### src/rtl/ps2_tx_pkg.sv
// Shared types and helpers for the PS/2 host-to-device transmitter.
package ps2_tx_pkg;

    // Transmitter sequencing states.
    typedef enum logic [2:0] {
        S_IDLE,
        S_INHIBIT,
        S_START,
        S_WAIT_FIRST,
        S_SHIFT,
        S_ACK,
        S_WAIT_IDLE,
        S_FAIL
    } tx_state_e;

    // Bits shifted out after the start bit: 8 data, parity, stop.
    localparam int FRAME_BITS = 10;

    // Convert a microsecond interval to system clock cycles.
    // 64-bit math keeps long timeouts at high clock rates from overflowing.
    function automatic longint unsigned us_to_cycles(input longint unsigned freq,
                                                     input longint unsigned us);
        return (freq * us) / 64'd1000000;
    endfunction

endpackage

### src/rtl/ps2_line_sync.sv
// Two-flop synchronizer for one raw PS/2 pad plus a falling-edge strobe.
module ps2_line_sync (
    input  logic clock,
    input  logic reset,
    input  logic pad_i,
    output logic sync_o,
    output logic fall_o
);

    logic meta_q;
    logic sync_q;
    logic prev_q;

    // Resample the pad; flops reset to 1 (idle line level) so reset never fakes an edge.
    always_ff @(posedge clock) begin
        if (reset) begin
            meta_q <= 1'b1;
            sync_q <= 1'b1;
            prev_q <= 1'b1;
        end else begin
            meta_q <= pad_i;
            sync_q <= meta_q;
            prev_q <= sync_q;
        end
    end

    assign sync_o = sync_q;
    assign fall_o = prev_q & ~sync_q;

endmodule

### src/rtl/ps2_host_tx.sv
// PS/2 host-to-device transmitter: request-to-send, bit shifting on device
// clock falls, ACK sampling and timeout supervision.
//
// Handshake: a byte is transferred on any clock edge where tx_valid and
// tx_ready are both 1. tx_ready is 1 only in IDLE; tx_valid while not ready
// is ignored and nothing is queued. tx_data must be stable while tx_valid is 1.
module ps2_host_tx import ps2_tx_pkg::*; #(
    parameter int CLK_FREQ_HZ   = 50_000_000,
    parameter int INHIBIT_US    = 120,
    parameter int FIRST_EDGE_US = 15000,
    parameter int FRAME_US      = 2000
) (
    input  logic       clock,
    input  logic       reset,
    input  logic       ps2_clk_in,
    input  logic       ps2_data_in,
    output logic       ps2_clk_oe,
    output logic       ps2_data_oe,
    input  logic [7:0] tx_data,
    input  logic       tx_valid,
    output logic       tx_ready,
    output logic       busy,
    output logic       tx_done,
    output logic       tx_error,
    output logic [2:0] dbg_state
);

    localparam int INHIBIT_CYCLES    = int'(us_to_cycles(CLK_FREQ_HZ, INHIBIT_US));
    localparam int FIRST_EDGE_CYCLES = int'(us_to_cycles(CLK_FREQ_HZ, FIRST_EDGE_US));
    localparam int FRAME_CYCLES      = int'(us_to_cycles(CLK_FREQ_HZ, FRAME_US));
    localparam int INH_W   = $clog2(INHIBIT_CYCLES + 1);
    localparam int EDGE_W  = $clog2(FIRST_EDGE_CYCLES + 1);
    localparam int FRAME_W = $clog2(FRAME_CYCLES + 1);

    localparam logic [INH_W-1:0]   INH_LAST   = INH_W'(INHIBIT_CYCLES - 1);
    // The edge budget counts the START and FAIL cycles too, so the error
    // pulse lands exactly FIRST_EDGE_CYCLES after START.
    localparam logic [EDGE_W-1:0]  EDGE_LAST  = EDGE_W'(FIRST_EDGE_CYCLES - 2);
    localparam logic [FRAME_W-1:0] FRAME_LAST = FRAME_W'(FRAME_CYCLES - 1);

    tx_state_e          state_q, state_d;
    logic [INH_W-1:0]   inh_cnt_q, inh_cnt_d;
    logic [EDGE_W-1:0]  edge_cnt_q, edge_cnt_d;
    logic [FRAME_W-1:0] frame_cnt_q, frame_cnt_d;
    logic [9:0]         shreg_q, shreg_d;
    logic [3:0]         bitcnt_q, bitcnt_d;
    logic               data_bit_q, data_bit_d;
    logic               done_q, done_d;
    logic               err_q, err_d;

    logic clk_sync, clk_fall;
    logic dat_sync, dat_fall_unused;
    logic frame_expired;

    ps2_line_sync u_clk_sync (
        .clock  (clock),
        .reset  (reset),
        .pad_i  (ps2_clk_in),
        .sync_o (clk_sync),
        .fall_o (clk_fall)
    );

    ps2_line_sync u_dat_sync (
        .clock  (clock),
        .reset  (reset),
        .pad_i  (ps2_data_in),
        .sync_o (dat_sync),
        .fall_o (dat_fall_unused)
    );

    assign frame_expired = (frame_cnt_q == FRAME_LAST);

    // Next-state, counters, shift register and line drive for the transmit sequence.
    always_comb begin
        state_d     = state_q;
        inh_cnt_d   = inh_cnt_q;
        edge_cnt_d  = edge_cnt_q;
        frame_cnt_d = frame_cnt_q;
        shreg_d     = shreg_q;
        bitcnt_d    = bitcnt_q;
        data_bit_d  = data_bit_q;
        done_d      = 1'b0;
        err_d       = 1'b0;
        ps2_clk_oe  = 1'b0;
        ps2_data_oe = 1'b0;
        case (state_q)
            S_IDLE: begin
                if (tx_valid) begin
                    shreg_d    = {1'b1, ~^tx_data, tx_data};
                    bitcnt_d   = 4'd0;
                    inh_cnt_d  = '0;
                    data_bit_d = 1'b0;
                    state_d    = S_INHIBIT;
                end
            end
            S_INHIBIT: begin
                ps2_clk_oe = 1'b1;
                if (inh_cnt_q == INH_LAST) begin
                    state_d = S_START;
                end else begin
                    inh_cnt_d = inh_cnt_q + INH_W'(1);
                end
            end
            S_START: begin
                ps2_clk_oe  = 1'b1;
                ps2_data_oe = 1'b1;
                edge_cnt_d  = EDGE_W'(1);
                state_d     = S_WAIT_FIRST;
            end
            S_WAIT_FIRST: begin
                ps2_data_oe = 1'b1;
                if (clk_fall) begin
                    data_bit_d  = ~shreg_q[0];
                    shreg_d     = {1'b1, shreg_q[9:1]};
                    bitcnt_d    = 4'd1;
                    frame_cnt_d = '0;
                    state_d     = S_SHIFT;
                end else if (edge_cnt_q == EDGE_LAST) begin
                    state_d = S_FAIL;
                end else begin
                    edge_cnt_d = edge_cnt_q + EDGE_W'(1);
                end
            end
            S_SHIFT: begin
                ps2_data_oe = data_bit_q;
                frame_cnt_d = frame_cnt_q + FRAME_W'(1);
                if (frame_expired) begin
                    state_d = S_FAIL;
                end else if (clk_fall) begin
                    // Stop bit shifts in as 1, so presenting it releases data.
                    data_bit_d = ~shreg_q[0];
                    shreg_d    = {1'b1, shreg_q[9:1]};
                    bitcnt_d   = (bitcnt_q == 4'(FRAME_BITS)) ? bitcnt_q : bitcnt_q + 4'd1;
                    if (bitcnt_q == 4'(FRAME_BITS - 1)) begin
                        state_d = S_ACK;
                    end
                end
            end
            S_ACK: begin
                frame_cnt_d = frame_cnt_q + FRAME_W'(1);
                if (frame_expired) begin
                    state_d = S_FAIL;
                end else if (clk_fall) begin
                    state_d = dat_sync ? S_FAIL : S_WAIT_IDLE;
                end
            end
            S_WAIT_IDLE: begin
                frame_cnt_d = frame_cnt_q + FRAME_W'(1);
                if (frame_expired) begin
                    state_d = S_FAIL;
                end else if (clk_sync && dat_sync) begin
                    done_d  = 1'b1;
                    state_d = S_IDLE;
                end
            end
            S_FAIL: begin
                err_d   = 1'b1;
                state_d = S_IDLE;
            end
            default: state_d = S_IDLE;
        endcase
    end

    // State, counter and pulse registers with synchronous reset.
    always_ff @(posedge clock) begin
        if (reset) begin
            state_q     <= S_IDLE;
            inh_cnt_q   <= '0;
            edge_cnt_q  <= '0;
            frame_cnt_q <= '0;
            shreg_q     <= '0;
            bitcnt_q    <= 4'd0;
            data_bit_q  <= 1'b0;
            done_q      <= 1'b0;
            err_q       <= 1'b0;
        end else begin
            state_q     <= state_d;
            inh_cnt_q   <= inh_cnt_d;
            edge_cnt_q  <= edge_cnt_d;
            frame_cnt_q <= frame_cnt_d;
            shreg_q     <= shreg_d;
            bitcnt_q    <= bitcnt_d;
            data_bit_q  <= data_bit_d;
            done_q      <= done_d;
            err_q       <= err_d;
        end
    end

    assign tx_ready  = (state_q == S_IDLE);
    assign busy      = (state_q != S_IDLE);
    assign tx_done   = done_q;
    assign tx_error  = err_q;
    assign dbg_state = state_q;

endmodule

### config.mk
export PLATFORM = sky130hd
export DESIGN_NAME = ps2_host_tx
export DESIGN_NICKNAME = d
export VERILOG_FILES = /design/src/rtl/ps2_tx_pkg.sv /design/src/rtl/ps2_line_sync.sv /design/src/rtl/ps2_host_tx.sv
export SDC_FILE = /design/constraint.sdc
export NUM_CORES = 1
export LEC_CHECK = 0
export BUFFER_PORTS_ARGS = -buffer_cell sky130_fd_sc_hd__buf_2
export CORE_UTILIZATION = 30
export CTS_BUF_LIST = sky130_fd_sc_hd__clkbuf_4 sky130_fd_sc_hd__clkbuf_8 sky130_fd_sc_hd__clkbuf_16
export CTS_CLUSTER_DIAMETER = 40
export CTS_CLUSTER_SIZE = 40
export DETAILED_ROUTE_END_ITERATION = 10
export HOLD_SLACK_MARGIN = 0.12
export PLACE_DENSITY = 0.58
export SYNTH_ARGS = -nofsm -noshare
export SYNTH_HDL_FRONTEND = slang
export SYNTH_SLANG_ARGS = --single-unit
export TNS_END_PERCENT = 20
### constraint.sdc
create_clock -name clock -period 1.9 [get_ports clock]
set_clock_uncertainty 0.05 [all_clocks]
set_input_delay 0.19 -clock clock [delete_from_list [all_inputs] [get_ports clock]]
set_output_delay 0.19 -clock clock [all_outputs]
set_load 0.01 [all_outputs]
### Yosys cells after proc, flatten, opt, wreduce, memory -nomap -nowiden

Cells that the tools add are included.

| storage, ports and cells | value |
|---|---|
| flip-flop bits (word level) | 75 |
| latch bits | 0 |
| bits in writable memories | 0 |
| bits in read-only memories | 0 |
| input bits | 13 |
| output and inout port bits | 9 |
| word-level logic and storage cells | 105 |
| memories | 0 |

| operators by class | value |
|---|---|
| add/subtract/negate cells | 4 |
| $mul | 0 |
| divide/modulo/power cells | 0 |
| $lt $le $gt $ge | 0 |
| eq/ne operators | 26 |
| shifts and indexed selects | 0 |
| multiplexer cells | 39 |
| bitwise operators | 4 |
| reductions and logical operators | 18 |

Operators with widths:

| cell | count |
|---|---|
| 20-bit 2-to-1 mux | 2 |
| 20-bit case mux with 2 select lines | 1 |
| 17-bit case mux with 2 select lines | 1 |
| 3-bit 2-to-1 mux | 11 |
| 10-bit 2-to-1 mux | 3 |
| 10-bit case mux with 3 select lines | 1 |
| 13-bit 2-to-1 mux | 2 |
| 13-bit case mux with 2 select lines | 1 |
| 3-bit case mux with 8 select lines | 1 |
| 20-bit by 1-bit adder with 20-bit output (second input constant) | 1 |
| 20-bit equality test (second input constant) | 1 |
| 4-bit 2-to-1 mux | 5 |
| 2-bit inequality test (second input constant) | 9 |
| 17-bit by 1-bit adder with 17-bit output (second input constant) | 1 |
| 17-bit equality test (second input constant) | 1 |
| 17-bit 2-to-1 mux | 1 |
| 3-bit inequality test (second input constant) | 5 |
| 13-bit by 1-bit adder with 13-bit output (second input constant) | 1 |
| 13-bit equality test (second input constant) | 1 |
| 3-bit equality test (second input constant) | 4 |
| 4-bit case mux with 3 select lines | 1 |
| 3-bit AND reduction | 3 |
| 4-bit equality test (second input constant) | 2 |
| 8-bit XNOR reduction | 1 |
| 17 further kinds | 31 |

### Depth between registers and ports, before layout

Gate-level depths: netlist of run 1.

| depth | value |
|---|---|
| depth in word-level cells | 5 |
| depth in mapped cells | 9 |
| gate-level depth less buffers | 7 |

### Hierarchy

Synthesis of run 1 repeated with hierarchy kept, for this count alone.

| second synthesis, totals | value |
|---|---|
| cells, all modules | 472 |
| area total of the unflattened synthesis | 3943.8 µm² |

Modules (own cells, without submodules):

| module | instances | cells an instance | area an instance (µm²) | seq. area each (µm²) |
|---|---|---|---|---|
| ps2_host_tx | 1 | 458 | 3773.6 | 1401.3 |
| ps2_line_sync | 2 | 7 | 85.1 | 60.1 |

### Least setup slack after synthesis of run 1

Ideal clock, no wire load.

| path | value |
|---|---|
| kind | register to register |
| from | reg frame_cnt_q[0] |
| to | reg state_q[0], in the netlist dbg_state[0] |
| setup time | 0.072 ns |
| arrival | 1.831 ns |
| data required time | 1.778 ns |
| setup slack | -0.053 ns |
| cell stages (with the launch flop) | 8 |
| path buffers | 1 |
| period minus slack after synthesis | 1.953 ns |
| cells stage by stage | dfxtp_1 ha_1 and4_1 buf_2 nand4_2 nor3b_1 or4_1 mux2i_1 |

| between the ends | value |
|---|---|
| word-level cells in the longest chain between the ends | 3 |
| elaborated cells between the ends (all ways) | 10 |
| those cells by class | eq/ne (5); mux (4); reduce/logical (1) |

RTL lines:

| item | RTL line | RTL |
|---|---|---|
| start: declaration | ps2_host_tx.sv:44 | `logic [FRAME_W-1:0] frame_cnt_q, frame_cnt_d;` |
| start signal: assignment | ps2_host_tx.sv:180 | `frame_cnt_q <= frame_cnt_d;` |
| 17-bit equality test (*) | ps2_host_tx.sv:71 | `assign frame_expired = (frame_cnt_q == FRAME_LAST);` |
| 3-bit inequality test (no source line), or another cell as far along | n/a |  |
| 7-bit AND reduction (no source line) or 3-bit case mux with 8 select lines (tied branches) | n/a |  |
| end signal: assignment | ps2_host_tx.sv:177 | `state_q <= state_d;` |
| end: declaration | ps2_host_tx.sv:41 | `tx_state_e state_q, state_d;` |

Mark *: on every way between the ends. The rest lies on a longest branch, timed or not.
A chain may end at the register's enable or synchronous reset.

### Worst setup path after layout of run 1

| path | value |
|---|---|
| from | reg state_q[1], in the netlist dbg_state[1] |
| to | reg inh_cnt_q[11] |

| between the ends | value |
|---|---|
| word-level cells in the longest chain between the ends | 3 |
| elaborated cells between the ends (all ways) | 7 |
| those cells by class | eq/ne (3); mux (1); reduce/logical (3) |

RTL lines:

| item | RTL line | RTL |
|---|---|---|
| 3-bit by 1-bit equality test with 1-bit output or 3-bit logical NOT (tied branches) | ps2_host_tx.sv:86 | `case (state_q)` |
| 2-bit inequality test (no source line) or 2-bit nonzero test (tied branches) | n/a |  |
| 3-bit AND reduction (no source line) | n/a |  |
| end signal: assignment | ps2_host_tx.sv:178 | `inh_cnt_q <= inh_cnt_d;` |
| end: declaration | ps2_host_tx.sv:42 | `logic [INH_W-1:0] inh_cnt_q, inh_cnt_d;` |

Several ways; a longest one is shown, not always the timed one.

==> results of run 1 <==
flip-flops by register name, indices dropped and copies added, names as in the netlist:
| register | cells |
|---|---|
| bitcnt_q | 4 |
| dbg_state | 3 |
| data_bit_q | 1 |
| tx_error | 1 |
| u_clk_sync.prev_q | 1 |
| tx_done | 1 |
| u_clk_sync.sync_o | 1 |
| u_dat_sync.meta_q | 1 |
| u_clk_sync.meta_q | 1 |
| u_dat_sync.sync_o | 1 |
| shreg_q | 10 |
| edge_cnt_q | 20 |
| inh_cnt_q | 13 |
| frame_cnt_q | 17 |
logic make-up after synthesis:
logic type / count (synthesis) / synth area share [%]
AOI/OAI and AO/OA: 111 / 17.8
xor gates and xnor gates: 22 / 4.82
adders and majority gates: 7 / 2.19
buffers and inverters: 42 / 4.20
DFF: 75 / 37.6
muxes: 18 / 4.70
and+or+nand+nor: 206 / 28.8
stage by stage:
stage	utilization (%)	setup WS [ns]	TNS [ns]	std cells	hold slack, ns
floorplan	-	-0.00986	-0.00986	481	0.244
global placement	37.4	-0.138	-1.64	719	0.323
detailed placement	37.4	-0.149	-2.18	719	0.324
CTS	40.3	0.00115	0	739	0.171
global route	41.4	-0.0794	-0.319	739	0.191
finish	41.4	0.0435	0	739	0.175
where the power goes:
group / switching (mW) / internal, mW / total, mW
registers: 0.135 / 1.75 / 1.88
logic: 0.921 / 0.791 / 1.71
clock network: 0.632 / 1.05 / 1.68
timing repair:
item                       in CTS  in global routing
pin swaps                       5                  6
gates resized for setup        12                 30
hold endpoints to repair        4                  0
hold buffers                    3                  0
setup endpoints to repair      32                 43
setup buffers                   3                  0
routing by layer:
layer | track usage [%] | part of all wire [%]
met1 | 19.3 | 48
met5 | 0 | 0
met4 | 5.60 | 1.3
met3 | 3.36 | 3.5
met2 | 24.5 | 48
placed cells by master, fill, tap and decap left out, drive strengths merged, types with 7 or more instances in the layout:
master | Yosys | final
a21oi | 41 | 41
a311oi | 13 | 13
a31oi | 7 | 7
and4 | 7 | 7
buf | 8 | 94
clkbuf | 18 | 12
dfxtp | 75 | 75
ha | 7 | 7
inv | 15 | 15
mux2i | 12 | 12
nand2 | 40 | 40
nand3 | 26 | 26
nand4 | 8 | 8
nor2 | 40 | 40
nor3 | 10 | 10
nor4 | 13 | 13
o21ai | 24 | 24
o31ai | 8 | 8
or3 | 9 | 9
or4 | 10 | 10
xnor2 | 21 | 21
path summary, 6_finish.rpt:
kind                                      from                      endpoint  slack (ns)  depth (start not counted)
setup / recovery     dbg_state[1]$_SDFFE_PP0P_    inh_cnt_q[11]$_SDFFE_PP0P_        0.04                          5
hold / removal                      tx_data[7]       shreg_q[7]$_SDFFE_PP0P_        0.17                          3
setup reg to reg     dbg_state[1]$_SDFFE_PP0P_    inh_cnt_q[11]$_SDFFE_PP0P_        0.04                          5
hold reg to reg   u_clk_sync.meta_q$_SDFF_PP1_  u_clk_sync.sync_o$_SDFF_PP1_        0.36                          1
layout make-up:
type                       instances  area share [%]
inverter                          16            1.13
sequential                        75            28.6
multi-input combinational        364            47.4
tap                              172            4.06
clock inverter                     3           0.755
timing repair buffer              97            13.4
clock buffer                      12            4.67
worst max-delay path, stage by stage, from the launching register on:
cell     delay, ns
dfxtp_4       0.37
buf_4         0.14
or3_1         0.38
or3_4         0.39
or3_1         0.32
a21oi_1       0.14
==> reports/qor.yml, run 1 <==
post_drt_wl_per_cell_um: 13.5
synth_warnings: 0
nets: 583
period_share_pct: 97.7
rows: 41
cts_made_buffers: 9
drc: 0
grt_setup_unrepaired: "yes"
clkSinkCount: 75
synth_top_area_share_pct: 37.6
place.gp.congestion: 0.851
grtUsageTotal_pct: 15.1
yosys.area.top_type: "dfxtp_1"
num_antenna_cells: 0
cts.reportedPaths.clkPinSlew_ns: 0.06
min_path_type: "input pin to flop"
cts_tree: "done"
vias: 3861
synthFlopType: "dfxtp_1"
finalWirelength_um: 10000
synth_fp_nets: 501
ys_seq_area_share_pct: 37.6
die_w_um: 117
finalSetupViolCount: 0
period_needed_ns: 1.86
grt_pass1_wl_um: 17100
clkLatencyLatePin_ns: 0.34
io_pins: 22
final_hold_viol_count: 0
antenna_found_initial: 0
die-area_um2: 13800
design_area_um2: 5310
place_area_um2: 4790
firstDrtPassIters: 4
fmax_mhz: 539
via_per_inst: 5.22
outcome: "finished, final reports clean"
maxCapViolCount: 0
slew_viol_final: 0
synth-seq-cells: 75
grt_max_degree: 36
die_y_um: 117
multi_input_area_um2: 2510
postRouteAntennaNets: 0
area_growth_pct: 32.8
worst_pin_slew_ns: 0.467
synthTopCellsByCount: "75 x dfxtp_1, 40 x a21oi_1, 40 x nor2_1, 39 x nand2_1, 26 x nand3_1"
worst-path-max-fanout: 7
max_slew_margin_pct: 68.8
worstPathRequired_ns: 2.11
htree_levels: 3
synth_edf_count: 0
drt_iter0_markers: 158
cts_max_path_buffers: 2
crit_arrival_ns: 2.07
synth_area_leaders: "dfxtp_1 38%, a21oi_1 5.0%, xnor2_1 4.6%"
regArea_um2: 1520
p_leak_nw: 1.92
layout-drive-gt1-share_pct: 28.6
grt_pass1_vias: 3646
start_util_pct: 31.2
synth-async-reset-ratio_pct: 0
yosysMostFrequentCell: "dfxtp_1"
criticalPathCategory: "flop to flop"
port_buffers: 21
n_fill_cell: 1294
power_mw: 5.28
cp-end-kind: "flop"
synthCells: 481
dp_hpwl_um: 7150
ys_types: 63
power_density_nw_per_um2: 994
overflow: 0
worst_setup_path_start_kind: "flop"
cts-root-buf: "clkbuf_16"
avgSynthCellArea_um2: 8.31
peakVddDrop_v: 0.000729
syn-cell-area_um2: 4000
core_area_um2: 12800
(Power assumes the default switching activity.)
==> run 2, diff against run 1 <==
--- a/config.mk
+++ b/config.mk
@@ -13,6 +13,7 @@
 export DETAILED_ROUTE_END_ITERATION = 10
 export HOLD_SLACK_MARGIN = 0.12
 export PLACE_DENSITY = 0.58
+export RECOVER_POWER = 25
 export SYNTH_ARGS = -nofsm -noshare
 export SYNTH_HDL_FRONTEND = slang
 export SYNTH_SLANG_ARGS = --single-unit
==> run 2 against run 1 <==
Combinational power hardly changed. Wire length is 0.27% lower. Largest cell class unchanged. Fmax is 1.7% lower. Flip-flop and latch count stayed put. Register-to-register slack worse by 0.03 ns.
==> reports/qor.yml, run 2 (same netlist as run 1, synthesis figures left out) <==
num_antenna_cells: 0  # unchanged
worst-path-max-fanout: 5  # was 7
grtUsageTotal_pct: 15.1  # unchanged
postRouteAntennaNets: 0  # unchanged
place_inst: 719  # unchanged
place.gp.congestion: 0.851  # unchanged
final_cells: 739  # unchanged
mostFrequentLayoutCells: "68 x dfxtp_1, 68 x buf_4, 40 x nor2_1, 40 x a21oi_1, 38 x nand2_1"  # was 70 x buf_4, 67 x dfxtp_1, 40 x nor2_1, 40 x a21oi_1, 38 x nand2_1
cts_max_path_buffers: 2  # unchanged
final_hold_viol_count: 0  # unchanged
largest_reg_flops: 20  # unchanged
rr_worst_depth: 6  # was 5
reg2reg_to: "dbg_state[0]$_SDFFE_PP0P_"  # was inh_cnt_q[11]$_SDFFE_PP0P_
grt_pass1_wl_um: 17100  # unchanged
maxCapViolCount: 0  # unchanged
antenna_found_initial: 0  # unchanged
cts.reportedPaths.clkPinSlew_ns: 0.05  # was 0.06 ns
finalSetupViolCount: 0  # unchanged
layout_setup_ws_ns: 0.0112  # was 0.0435 ns
cts-root-buf: "clkbuf_16"  # unchanged
die_w_um: 117  # unchanged
drt_iter0_markers: 156  # was 158
core_area_um2: 12800  # unchanged
min_to: "shreg_q[7]$_SDFFE_PP0P_"  # unchanged
crit_chain: "nor4b_4 -> clkbuf_1 -> nand4_4 -> nor3b_1 -> or4_1 -> mux2i_1"  # was buf_4 -> or3_1 -> or3_4 -> or3_1 -> a21oi_1
power_density_nw_per_um2: 996  # was 994 nW/µm²
cp_slowest_cell: "or4_1"  # was or3_4
htree_levels: 3  # unchanged
vias: 3848  # was 3,861
p_leak_nw: 1.90  # was 1.92 nW
layout-drive-gt1-share_pct: 27.5  # was 28.6%
period_share_pct: 99.4  # was 97.7%
clkSinkCount: 75  # unchanged
io_pins: 22  # unchanged
worst_setup_path_start_kind: "flop"  # unchanged
max_slew_margin_pct: 68.9  # was 68.8%
overflow: 0  # unchanged
cts_made_buffers: 9  # unchanged
post_drt_wl_per_cell_um: 13.5  # about the same
period_needed_ns: 1.89  # was 1.86 ns
r2r-start: "frame_cnt_q[5]$_SDFFE_PP0P_"  # was dbg_state[1]$_SDFFE_PP0P_
final_util_pct: 41.3  # was 41.4%
nets: 583  # unchanged
worst-r2r-setup-slack_ns: 0.01  # was 0.04 ns
area_growth_pct: 32.5  # was 32.8%
peakVddDrop_v: 0.000726  # was 0.000729 V
crit_arrival_ns: 2.09  # was 2.07 ns
cts_tree: "done"  # unchanged
fmax_mhz: 529  # was 539 MHz
worstPathRequired_ns: 2.11  # about the same
cp-end-kind: "flop"  # unchanged
slowest_delay_ns: 0.52  # was 0.39 ns
via_per_inst: 5.21  # was 5.22
outcome: "finished, final reports clean"  # unchanged
reg_top3: "edge_cnt_q: 20 flops, frame_cnt_q: 17 flops, inh_cnt_q: 13 flops"  # unchanged
grt_max_degree: 36  # unchanged
start_util_pct: 31.2  # unchanged
min_path_type: "input pin to flop"  # unchanged
firstDrtPassIters: 4  # unchanged
die-area_um2: 13800  # unchanged
finalWirelength_um: 9980  # was 10,000 µm
slew_viol_final: 0  # unchanged
hp-start: "tx_data[7]"  # unchanged
rows: 41  # unchanged
criticalPathCategory: "flop to flop"  # unchanged
grt_pass1_vias: 3646  # unchanged
die_y_um: 117  # unchanged
grt_setup_unrepaired: "yes"  # unchanged
dp_hpwl_um: 7150  # unchanged
regMostFlops: "edge_cnt_q"  # unchanged
clkLatencyLatePin_ns: 0.33  # was 0.34 ns
setup_tns_ns: 0  # unchanged
holdPathStages: 3  # unchanged
worst_pin_slew_ns: 0.466  # was 0.467 ns
cp-startpoint: "frame_cnt_q[5]$_SDFFE_PP0P_"  # was dbg_state[1]$_SDFFE_PP0P_
power_mw: 5.27  # was 5.28 mW
dp_worst_setup_slack_ns: -0.149  # unchanged
drc: 0  # unchanged
port_buffers: 21  # unchanged
-- run 2: cell types whose count changed in the layout (fill, tap and decap cells not counted), sizes merged --
cell    change
buf         -5
clkbuf      +5
-- run 2: final cells by class --
type / instances / area (µm²)
multi-input combinational: 364 / 2510
timing repair buffer: 97 / 701
fill: 1296 / 7530
sequential: 75 / 1520
tap: 172 / 215
clock inverter: 3 / 40.0
clock buffer: 12 / 248
inverter: 16 / 60.1
-- run 2: how the worst max path moves through the flow --
stage / endpoint / slack, ns / depth (start not counted)
floorplan: dbg_state[0]$_SDFFE_PP0P_ / -0.01 / 7
global placement: dbg_state[0]$_SDFFE_PP0P_ / -0.14 / 6
detailed placement: shreg_q[6]$_SDFFE_PP0P_ / -0.15 / 6
CTS: dbg_state[0]$_SDFFE_PP0P_ / 0.001 / 7
global route: inh_cnt_q[4]$_SDFFE_PP0P_ / -0.08 / 6
finish: dbg_state[0]$_SDFFE_PP0P_ / 0.01 / 6
-- run 2: report_power, final --
| part | total [mW] | leakage (nW) | internal (mW) | switching, mW |
|---|---|---|---|---|
| Combinational | 1.71 | 1.14 | 0.788 | 0.920 |
| Clock | 1.68 | 0.147 | 1.05 | 0.632 |
| Sequential | 1.88 | 0.613 | 1.75 | 0.135 |
-- run 2: per-layer routing --
| layer | vias up | track usage [%] | part of all wire (%) | routed length, µm |
|---|---|---|---|---|
| met4 | 0 | 5.60 | 1.4 | 140 |
| met3 | 12 | 3.36 | 3.4 | 344 |
| met2 | 76 | 24.5 | 47 | 4730 |
| met1 | 1816 | 19.3 | 48 | 4770 |
| met5 | - | 0 | 0 | 0 |
| li1 | 1944 | - | - | - |
-- run 2: stage by stage --
step / hold WS [ns] / cell area, µm²
after global placement: 0.323 / 4790
after CTS: 0.171 / 5160
after floorplan: 0.244 / 4030
after global routing: 0.191 / 5290
final: 0.178 / 5290
after detailed placement: 0.324 / 4790
-- run 2: timing repair --
item                       in CTS  in global routing
resized for setup              12                 30
hold endpoints to repair        4                  0
hold buffers                    3                  0
pin swaps                       5                  6
buffers inserted                3                  0
setup endpoints to repair      32                 43
-- run 2: critical path, delay by kind of cell (launching register included) --
| family | cells | cell delay [ns] |
|---|---|---|
| buffers and inverters | 1 | 0.18 |
| muxes | 1 | 0.13 |
| DFF | 1 | 0.33 |
| and+or+nand+nor | 4 | 1.13 |
